File: src/rtl/sdram_pkg.sv
// Shared types and constants for the bus-to-SDRAM-host-port bridge.
package sdram_pkg;

    localparam int unsigned BUS_DATA_WIDTH = 32;
    localparam int unsigned H_ADDR_WIDTH   = 31;
    localparam int unsigned H_DATA_WIDTH   = 16;

    // Halfword select appended as the LSB of the controller address
    localparam logic HALF_LO = 1'b0;
    localparam logic HALF_HI = 1'b1;

    typedef enum logic [1:0] {
        IDLE = 2'd0,
        LOW  = 2'd1,
        HIGH = 2'd2,
        ACK  = 2'd3
    } bridge_state_t;

    // Expand halfword byte enables into a bit mask so disabled bytes read as zero
    function automatic logic [H_DATA_WIDTH-1:0] half_mask(input logic [1:0] be);
        return {{8{be[1]}}, {8{be[0]}}};
    endfunction

endpackage

File: src/rtl/sdram_bus_bridge.sv
// Adapts 32-bit bus accesses to the 16-bit sdram_controller host port,
// issuing low then high halfword transactions and merging read data.
module sdram_bus_bridge
    import sdram_pkg::*;
#(
    parameter int unsigned BUS_ADDR_WIDTH = 30,
    parameter bit          ZERO_BE_ACK    = 1'b1
) (
    input  logic                      clk,
    input  logic                      rst,
    input  logic                      bus_access,
    input  logic [BUS_ADDR_WIDTH-1:0] bus_addr,
    input  logic                      bus_wr_en,
    input  logic [3:0]                bus_bytesel,
    input  logic [BUS_DATA_WIDTH-1:0] bus_wr_val,
    output logic [BUS_DATA_WIDTH-1:0] bus_data,
    output logic                      bus_ack,
    output logic [H_ADDR_WIDTH-1:0]   h_addr,
    output logic [H_DATA_WIDTH-1:0]   h_wdata,
    output logic                      h_wr_en,
    output logic [1:0]                h_bytesel,
    input  logic [H_DATA_WIDTH-1:0]   h_rdata,
    input  logic                      h_compl,
    input  logic                      h_config_done
);

    bridge_state_t state, state_d;

    logic [BUS_ADDR_WIDTH-1:0] addr_q, addr_n;
    logic                      wr_en_q, wr_en_n;
    logic [3:0]                be_q, be_n;
    logic [BUS_DATA_WIDTH-1:0] wval_q, wval_n;
    logic [BUS_DATA_WIDTH-1:0] rdata_q;
    logic                      latch, cap_lo, cap_hi;

    // Next-state logic; the request fields seen by the output registers come
    // straight from the bus in the latch cycle so the first half starts at once
    always_comb begin
        state_d = state;
        latch   = 1'b0;
        cap_lo  = 1'b0;
        cap_hi  = 1'b0;
        case (state)
            IDLE: begin
                // !bus_ack keeps the still-held request from retriggering
                if (bus_access && h_config_done && !bus_ack) begin
                    if (|bus_bytesel[1:0]) begin
                        latch   = 1'b1;
                        state_d = LOW;
                    end else if (|bus_bytesel[3:2]) begin
                        latch   = 1'b1;
                        state_d = HIGH;
                    end else if (ZERO_BE_ACK) begin
                        latch   = 1'b1;
                        state_d = ACK;
                    end
                end
            end
            LOW: begin
                if (h_compl) begin
                    cap_lo  = 1'b1;
                    state_d = (|be_q[3:2]) ? HIGH : ACK;
                end
            end
            HIGH: begin
                if (h_compl) begin
                    cap_hi  = 1'b1;
                    state_d = ACK;
                end
            end
            ACK:     state_d = IDLE;
            default: state_d = IDLE;
        endcase
        addr_n  = latch ? bus_addr    : addr_q;
        wr_en_n = latch ? bus_wr_en   : wr_en_q;
        be_n    = latch ? bus_bytesel : be_q;
        wval_n  = latch ? bus_wr_val  : wval_q;
    end

    // State register
    always_ff @(posedge clk or posedge rst) begin
        if (rst) state <= IDLE;
        else     state <= state_d;
    end

    // Request capture and read-data merge; rdata starts cleared for each access
    always_ff @(posedge clk or posedge rst) begin
        if (rst) begin
            addr_q  <= '0;
            wr_en_q <= 1'b0;
            be_q    <= '0;
            wval_q  <= '0;
            rdata_q <= '0;
        end else begin
            addr_q  <= addr_n;
            wr_en_q <= wr_en_n;
            be_q    <= be_n;
            wval_q  <= wval_n;
            if (latch)
                rdata_q <= '0;
            else if (cap_lo)
                rdata_q[15:0] <= h_rdata & half_mask(be_q[1:0]);
            else if (cap_hi)
                rdata_q[31:16] <= h_rdata & half_mask(be_q[3:2]);
        end
    end

    // Registered outputs, loaded with the values of the state being entered
    always_ff @(posedge clk or posedge rst) begin
        if (rst) begin
            bus_data  <= '0;
            bus_ack   <= 1'b0;
            h_addr    <= '0;
            h_wdata   <= '0;
            h_wr_en   <= 1'b0;
            h_bytesel <= '0;
        end else begin
            bus_ack <= (state == ACK);
            if (state == ACK) bus_data <= rdata_q;
            case (state_d)
                LOW: begin
                    h_addr    <= H_ADDR_WIDTH'({addr_n, HALF_LO});
                    h_bytesel <= be_n[1:0];
                    h_wdata   <= wval_n[15:0];
                    h_wr_en   <= wr_en_n;
                end
                HIGH: begin
                    h_addr    <= H_ADDR_WIDTH'({addr_n, HALF_HI});
                    h_bytesel <= be_n[3:2];
                    h_wdata   <= wval_n[31:16];
                    h_wr_en   <= wr_en_n;
                end
                default: begin
                    h_bytesel <= 2'b00;
                    h_wr_en   <= 1'b0;
                end
            endcase
        end
    end

endmodule
File: config.mk
export PLATFORM = sky130hd
export DESIGN_NAME = sdram_bus_bridge
export DESIGN_NICKNAME = d
export VERILOG_FILES = /design/src/rtl/sdram_pkg.sv /design/src/rtl/sdram_bus_bridge.sv
export SDC_FILE = /design/constraint.sdc
export NUM_CORES = 1
export LEC_CHECK = 0
export BUFFER_PORTS_ARGS = -buffer_cell sky130_fd_sc_hd__buf_2
export CAP_MARGIN = 40
export CORE_MARGIN = 4
export CORE_UTILIZATION = 40
export CTS_CLUSTER_DIAMETER = 200
export DETAILED_ROUTE_END_ITERATION = 6
export HOLD_SLACK_MARGIN = 0.02
export PLACE_DENSITY = 0.72
export SYNTH_ARGS = -nofsm -noshare
export SYNTH_HDL_FRONTEND = slang
export SYNTH_SLANG_ARGS = --single-unit
File: constraint.sdc
create_clock -name clk -period 8 [get_ports clk]
set_clock_uncertainty 0.15 [all_clocks]
set_input_delay 1.6 -clock clk [delete_from_list [all_inputs] [get_ports clk]]
set_output_delay 1.6 -clock clk [all_outputs]
set_load 0.01 [all_outputs]
==> impl_metrics.env, run 1 <==
export IMPL_setup_tns_ns=0
export IMPL_start_util_pct=40.74
export IMPL_routed_via_count=4902
export IMPL_nets=793
export IMPL_fin_crit_sh_pct=54.73
export IMPL_drv_cap=0
export IMPL_cts_resized=0
export IMPL_leakagePower_uw=0.004590
export IMPL_synth_ff_type="dfrtp_1"
export IMPL_arrival_ns=4.50
export IMPL_dpl_hpwl_um=11130
export IMPL_ys_ff_latch=184
export IMPL_drive_above_1_share_pct=43.85
export IMPL_cp_start_kind="input port"
export IMPL_whs_ns=0.3229
export IMPL_dpl_cell_count=913
export IMPL_period_minus_slack_ns=4.378
export IMPL_final_cell_mix="dfrtp_1 (184), buf_2 (170), nand2_1 (73)"
export IMPL_slew_headroom_pct=43.68
export IMPL_ys_top_cells_by_area="dfrtp_1 (63%), mux2_2 (10%), mux2_4 (6.4%)"
export IMPL_maxSlewViolCount=0
export IMPL_synth_seq_area_share_pct=62.92
export IMPL_post_cts_buffers=0
export IMPL_tightest_slew_ns=0.8449
export IMPL_syn_nets=632
export IMPL_ant_nets=0
export IMPL_place_area_um2=8376
export IMPL_crit_fanout=18
export IMPL_grt_pass1_vias=4853
export IMPL_die_w_um=143.3
export IMPL_peakVddDrop_mv=0.1794
export IMPL_synth_distinct_cells=32
export IMPL_rows=49
export IMPL_synth_edf_count=0
export IMPL_cts_root_buf="clkbuf_16"
export IMPL_overflow=0
export IMPL_status="finished clean"
export IMPL_rsz0062_at_grt="no"
export IMPL_clk_pin_slew_worst_paths_ns=0.07
export IMPL_synth_avg_cell_area_um2=13.50
export IMPL_holdCritPathClass="flip-flop to flip-flop"
export IMPL_synth_largest_area_cell="dfrtp_1"
export IMPL_core_um2=17960
export IMPL_cts_tree="built"
export IMPL_p_per_area_nw_per_um2=440.7
export IMPL_cts_hold_fix_buffers=0
export IMPL_netlist_area_um2=7318
export IMPL_htreeDepth=4
export IMPL_finalHoldViolations=0
export IMPL_final_cell_area_um2=9031
export IMPL_cts_max_path_buffers=2
export IMPL_antenna_found_initial=0
export IMPL_criticalPathCategory="input port to flip-flop"
export IMPL_yosys_warnings=0
export IMPL_post_place_ws_ns=3.125
export IMPL_drtPass1Iterations=4
export IMPL_setup_violations=0
export IMPL_n_antenna_cell=0
export IMPL_drtIter0Drc=293
export IMPL_instances_no_fill=945
export IMPL_place_gp_congestion=0.7933
export IMPL_final_common_cell="dfrtp_1"
export IMPL_fin_ws_ns=3.622
export IMPL_wl_per_cell_um=17.13
export IMPL_grtUsageTotal_pct=16.02
export IMPL_r2r_slack_ns=4.43
export IMPL_portBuffers=170
export IMPL_grt_max_degree=69
export IMPL_area_growth_syn_to_layout_pct=23.41
export IMPL_dieArea_um2=20520
export IMPL_fmax_mhz=228.4
export IMPL_clk_latency_ns=0.42
export IMPL_synth_top_area_share_pct=62.92
export IMPL_ioPinCount=171
export IMPL_vias_per_cell=5.187
export IMPL_worst_setup_path_end_kind="flip-flop"
export IMPL_drc=0
export IMPL_worstPathRequired_ns=8.13
export IMPL_syn_inst=542
export IMPL_routed_wl_um=16190
export IMPL_cts_buffers=17
export IMPL_grt_pass1_wl_um=25810
export IMPL_cts_sinks=184
export IMPL_die_y_um=143.3
export IMPL_synth_async_reset_ratio_pct=100.0
layer usage:
layer  vias up  GRT usage (%)  wire (um)
met5         -              0          0
met1      2439          23.03       7365
li1       2259              -          -
met2       183          24.16       7416
met4         0          4.212        228
met3        21          4.454       1182
synth_stat cells (5+ instances only):
cell,instances
a22o_1,16
a311oi_1,15
buf_6,5
buf_2,7
mux2_4,31
a21oi_1,16
dfrtp_1,184
a2111oi_0,15
mux2_2,67
nand2_1,73
buf_1,6
nor2_1,17
nand3_1,16
clkbuf_1,18
a21o_1,15
and3_1,15
where the power goes:
group | total [uW] | internal, uW | switching (uW)
Sequential | 1560 | 1360 | 202
Combinational | 1490 | 750 | 741
Clock | 925 | 566 | 358
Total | 3980 | 2680 | 1300
registers in the layout, summed over array words and instances (netlist names):
register   count
h_bytesel      2
bus_data      32
h_wdata       16
h_wr_en        1
wr_en_q        1
state          2
be_q           4
bus_ack        1
wval_q        32
h_addr        31
addr_q        30
rdata_q       32
final timing paths:
check                      startpoint    endpoint  cells past startpoint
min reg2reg                wval_q[27]  wval_q[27]                      2
max in group asynchronous         rst  h_wdata[1]                      3
max                        bus_access  h_wdata[2]                      9
min                        wval_q[27]  wval_q[27]                      2
min in group asynchronous         rst  h_addr[15]                      2
max reg2reg                   bus_ack  h_wdata[2]                      8
layout make-up:
class | count | area, um^2
inverters | 3 | 16.27
repair buffers | 179 | 954.7
clock buffers | 18 | 439.2
well taps | 229 | 286.5
multi-input cells | 318 | 2514
clock inverters | 14 | 216.5
flip-flops and latches | 184 | 4604
fillers | 1575 | 8932
worst max-delay path, cell delays in order:
cell      delay, ns
buf_2          0.07
and3b_1        0.51
nor3b_1        0.28
o21ai_0        0.15
a221oi_1       0.31
ha_1           0.59
nor2b_1        0.64
buf_6          0.24
a311oi_1       0.10
metrics by stage:
stage	util, %	total power, uW
3_5_place_dp	46.63	3093
2_1_floorplan	-	2615
6_report	50.28	3980
3_3_place_gp	46.26	2999
5_1_grt	50.28	4246
4_1_cts	50.28	4031
kinds of logic (layout without fill, tap and decap cells):
group	count (synthesis)	in the layout	share of synthesized area (%)
DFF	184	184	62.92
and+or+nand+nor	132	132	8.053
muxes	99	99	16.98
AOI/OAI and AO/OA	85	85	8.976
buffers and inverters	40	214	2.735
adders and majority gates	2	2	0.3419
(Power assumes the default switching activity.)
==> inputs of run 2 (changes only) <==
--- a/config.mk
+++ b/config.mk
@@ -5,6 +5,7 @@
 export SDC_FILE = /design/constraint.sdc
 export NUM_CORES = 1
 export LEC_CHECK = 0
+export ABC_AREA = 1
 export BUFFER_PORTS_ARGS = -buffer_cell sky130_fd_sc_hd__buf_2
 export CAP_MARGIN = 40
 export CORE_MARGIN = 4
@@ -12,7 +13,7 @@
 export CTS_CLUSTER_DIAMETER = 200
 export DETAILED_ROUTE_END_ITERATION = 6
 export HOLD_SLACK_MARGIN = 0.02
-export PLACE_DENSITY = 0.72
+export PLACE_DENSITY = 0.74
 export SYNTH_ARGS = -nofsm -noshare
 export SYNTH_HDL_FRONTEND = slang
 export SYNTH_SLANG_ARGS = --single-unit
==> constraint.sdc (replaced) <==
create_clock -name clk -period 4 [get_ports clk]
set_clock_uncertainty 0.15 [all_clocks]
set_input_delay 0.8 -clock clk [delete_from_list [all_inputs] [get_ports clk]]
set_output_delay 0.8 -clock clk [all_outputs]
set_load 0.01 [all_outputs]
==> impl_metrics.env, run 2 <==
export IMPL_status="finished clean"
export IMPL_final_common_cell="nand2_1"
export IMPL_synth_largest_area_cell="dfrtp_1"
export IMPL_vias_per_cell=4.575
export IMPL_final_cell_mix="nand2_1 (249), dfrtp_1 (184), inv_1 (172)"
export IMPL_cts_max_path_buffers=2
export IMPL_slew_headroom_pct=32.65
export IMPL_drc=0
export IMPL_worst_hold_path_endpoint="bus_data[3]"
export IMPL_place_area_um2=9035
export IMPL_htreeDepth=4
export IMPL_leakagePower_uw=0.005249
export IMPL_worstPathRequired_ns=4.15
export IMPL_grt_pass1_vias=6105
export IMPL_final_cell_area_um2=9584
export IMPL_rr_worst_depth=11
export IMPL_drtIter0Drc=282
export IMPL_die_w_um=148.4
export IMPL_maxSlewViolCount=0
export IMPL_cp_start_kind="flip-flop"
export IMPL_cts_tree="built"
export IMPL_peakVddDrop_mv=0.3772
export IMPL_grt_pass1_wl_um=30270
export IMPL_cts_sinks=184
export IMPL_ant_nets=0
export IMPL_holdCritPathClass="flip-flop to flip-flop"
export IMPL_arrival_ns=2.99
export IMPL_syn_inst=912
export IMPL_wl_per_cell_um=13.37
export IMPL_synth_seq_area_share_pct=58.38
export IMPL_start_util_pct=40.65
export IMPL_die_y_um=148.4
export IMPL_fin_crit_sh_pct=71.03
export IMPL_drtPass1Iterations=5
export IMPL_whs_ns=0.3256
export IMPL_drive_above_1_share_pct=20.33
export IMPL_p_per_area_nw_per_um2=844.7
export IMPL_cts_resized=0
export IMPL_synth_distinct_cells=26
export IMPL_finalHoldViolations=0
export IMPL_overflow=0
export IMPL_post_place_ws_ns=0.8687
export IMPL_drv_cap=0
export IMPL_synth_top_area_share_pct=58.38
export IMPL_ys_top_cells_by_area="dfrtp_1 (58%), nand2_1 (12%), inv_1 (8.2%)"
export IMPL_grtUsageTotal_pct=17.05
export IMPL_synth_edf_count=0
export IMPL_setup_violations=0
export IMPL_crit_fanout=27
export IMPL_syn_nets=1002
export IMPL_antenna_found_initial=0
export IMPL_total_power_uw=8096
export IMPL_synth_avg_cell_area_um2=8.647
export IMPL_cts_buffers=17
export IMPL_rows=51
export IMPL_min_from="bus_data[3]"
export IMPL_nets=1166
export IMPL_post_cts_buffers=0
export IMPL_r2r_start="state[1]"
export IMPL_period_minus_slack_ns=2.841
export IMPL_setup_tns_ns=0
export IMPL_routed_wl_um=18070
export IMPL_r2r_slack_ns=1.16
export IMPL_ys_ff_latch=184
export IMPL_synth_ff_type="dfrtp_1"
export IMPL_ioPinCount=171
export IMPL_rsz0062_at_grt="no"
export IMPL_area_growth_syn_to_layout_pct=21.53
export IMPL_clk_latency_ns=0.42
export IMPL_synth_async_reset_ratio_pct=100.0
export IMPL_tightest_slew_ns=1.010
export IMPL_dieArea_um2=22030
export IMPL_routed_via_count=6185
export IMPL_dpl_hpwl_um=12030
export IMPL_worst_setup_path_end_kind="flip-flop"
export IMPL_yosysMostFrequentCell="nand2_1"
export IMPL_timing_rr_end="h_wdata[0]"
export IMPL_criticalPathCategory="flip-flop to flip-flop"
export IMPL_synth_common_cells="nand2_1 (249), dfrtp_1 (184), inv_1 (173)"
export IMPL_reg_top3="bus_data x32, rdata_q x32, wval_q x32"
export IMPL_place_gp_congestion=0.7772
export IMPL_n_antenna_cell=0
export IMPL_hold_path_depth=2
export IMPL_cts_root_buf="clkbuf_16"
export IMPL_fmax_mhz=352.0
export IMPL_fin_ws_ns=1.159
export IMPL_grt_max_degree=185
export IMPL_yosys_warnings=0
export IMPL_clk_pin_slew_worst_paths_ns=0.06
export IMPL_cts_hold_fix_buffers=0
export IMPL_core_um2=19400
export IMPL_netlist_area_um2=7886
export IMPL_portBuffers=170
[run 2: changes by cell type after synthesis, sizes merged, moves of 41 or more]
cell / before / now
nand2: 73 / 250
and2: 5 / 63
mux2: 98 / 0
inv: 3 / 175
nand3: 16 / 118
o21ai: 3 / 44
[run 2: kinds of logic (layout without fill, tap and decap cells)]
group                    Yosys count  after routing  share of synthesized area [%]
adder cells (fa/ha/maj)            2              2                         0.3173
buffers and inverters            213            388                          10.69
AO/OA/AOI/OAI                     62             62                          4.220
flip-flops                       184            184                          58.38
AND/OR/NAND/NOR                  451            451                          26.38
[run 2: final cells by class]
type | instances | area, um^2
tap | 265 | 331.6
clock inverter | 7 | 71.32
multi-input combinational | 515 | 2441
fill | 1887 | 9814
clock buffer | 23 | 478.0
inverter | 176 | 664.4
sequential | 184 | 4604
timing repair buffer | 182 | 993.5
[run 2: worst max-delay path by stage]
stage / slack (ns) / end / from
after floorplan: 0.69 / addr_q[0] / rst
after CTS: 1.15 / h_wdata[0] / state[1]
after global placement: 0.74 / h_addr[0] / h_compl
final: 1.16 / h_wdata[0] / state[1]
after detailed placement: 0.87 / h_wdata[0] / bus_access
after global routing: 0.91 / h_wdata[15] / state[1]
[run 2: worst max-delay path, cell delays in order (launching register included)]
cell	delay, ns
dfrtp_1	0.54
inv_1	0.10
nand2_1	0.13
o21ai_0	0.09
inv_1	0.05
o21ai_0	0.15
ha_2	0.78
buf_16	0.25
nor2_1	0.06
buf_4	0.21
nand3_1	0.11
nand3_1	0.08
[run 2: where the power goes]
group | leakage, uW | switching, uW | internal (uW)
logic | 0.00277 | 2070 | 1330
registers | 0.00222 | 379 | 2730
clock network | 0.000261 | 683 | 900
[run 2: stage by stage]
step | utilization, % | cells
after floorplan | - | 912
after global placement | 46.29 | 1320
after detailed placement | 46.58 | 1322
after CTS | 49.41 | 1352
after global routing | 49.41 | 1352
final | 49.41 | 1352
[run 2: per-layer routing]
metal / vias to the layer above / wire, um / global-route usage, %
li1: 3096 / - / -
met1: 2890 / 8307 / 23.97
met3: 15 / 957 / 3.595
met2: 184 / 8594 / 26.99
met4: 0 / 215 / 4.758
met5: - / 0 / 0
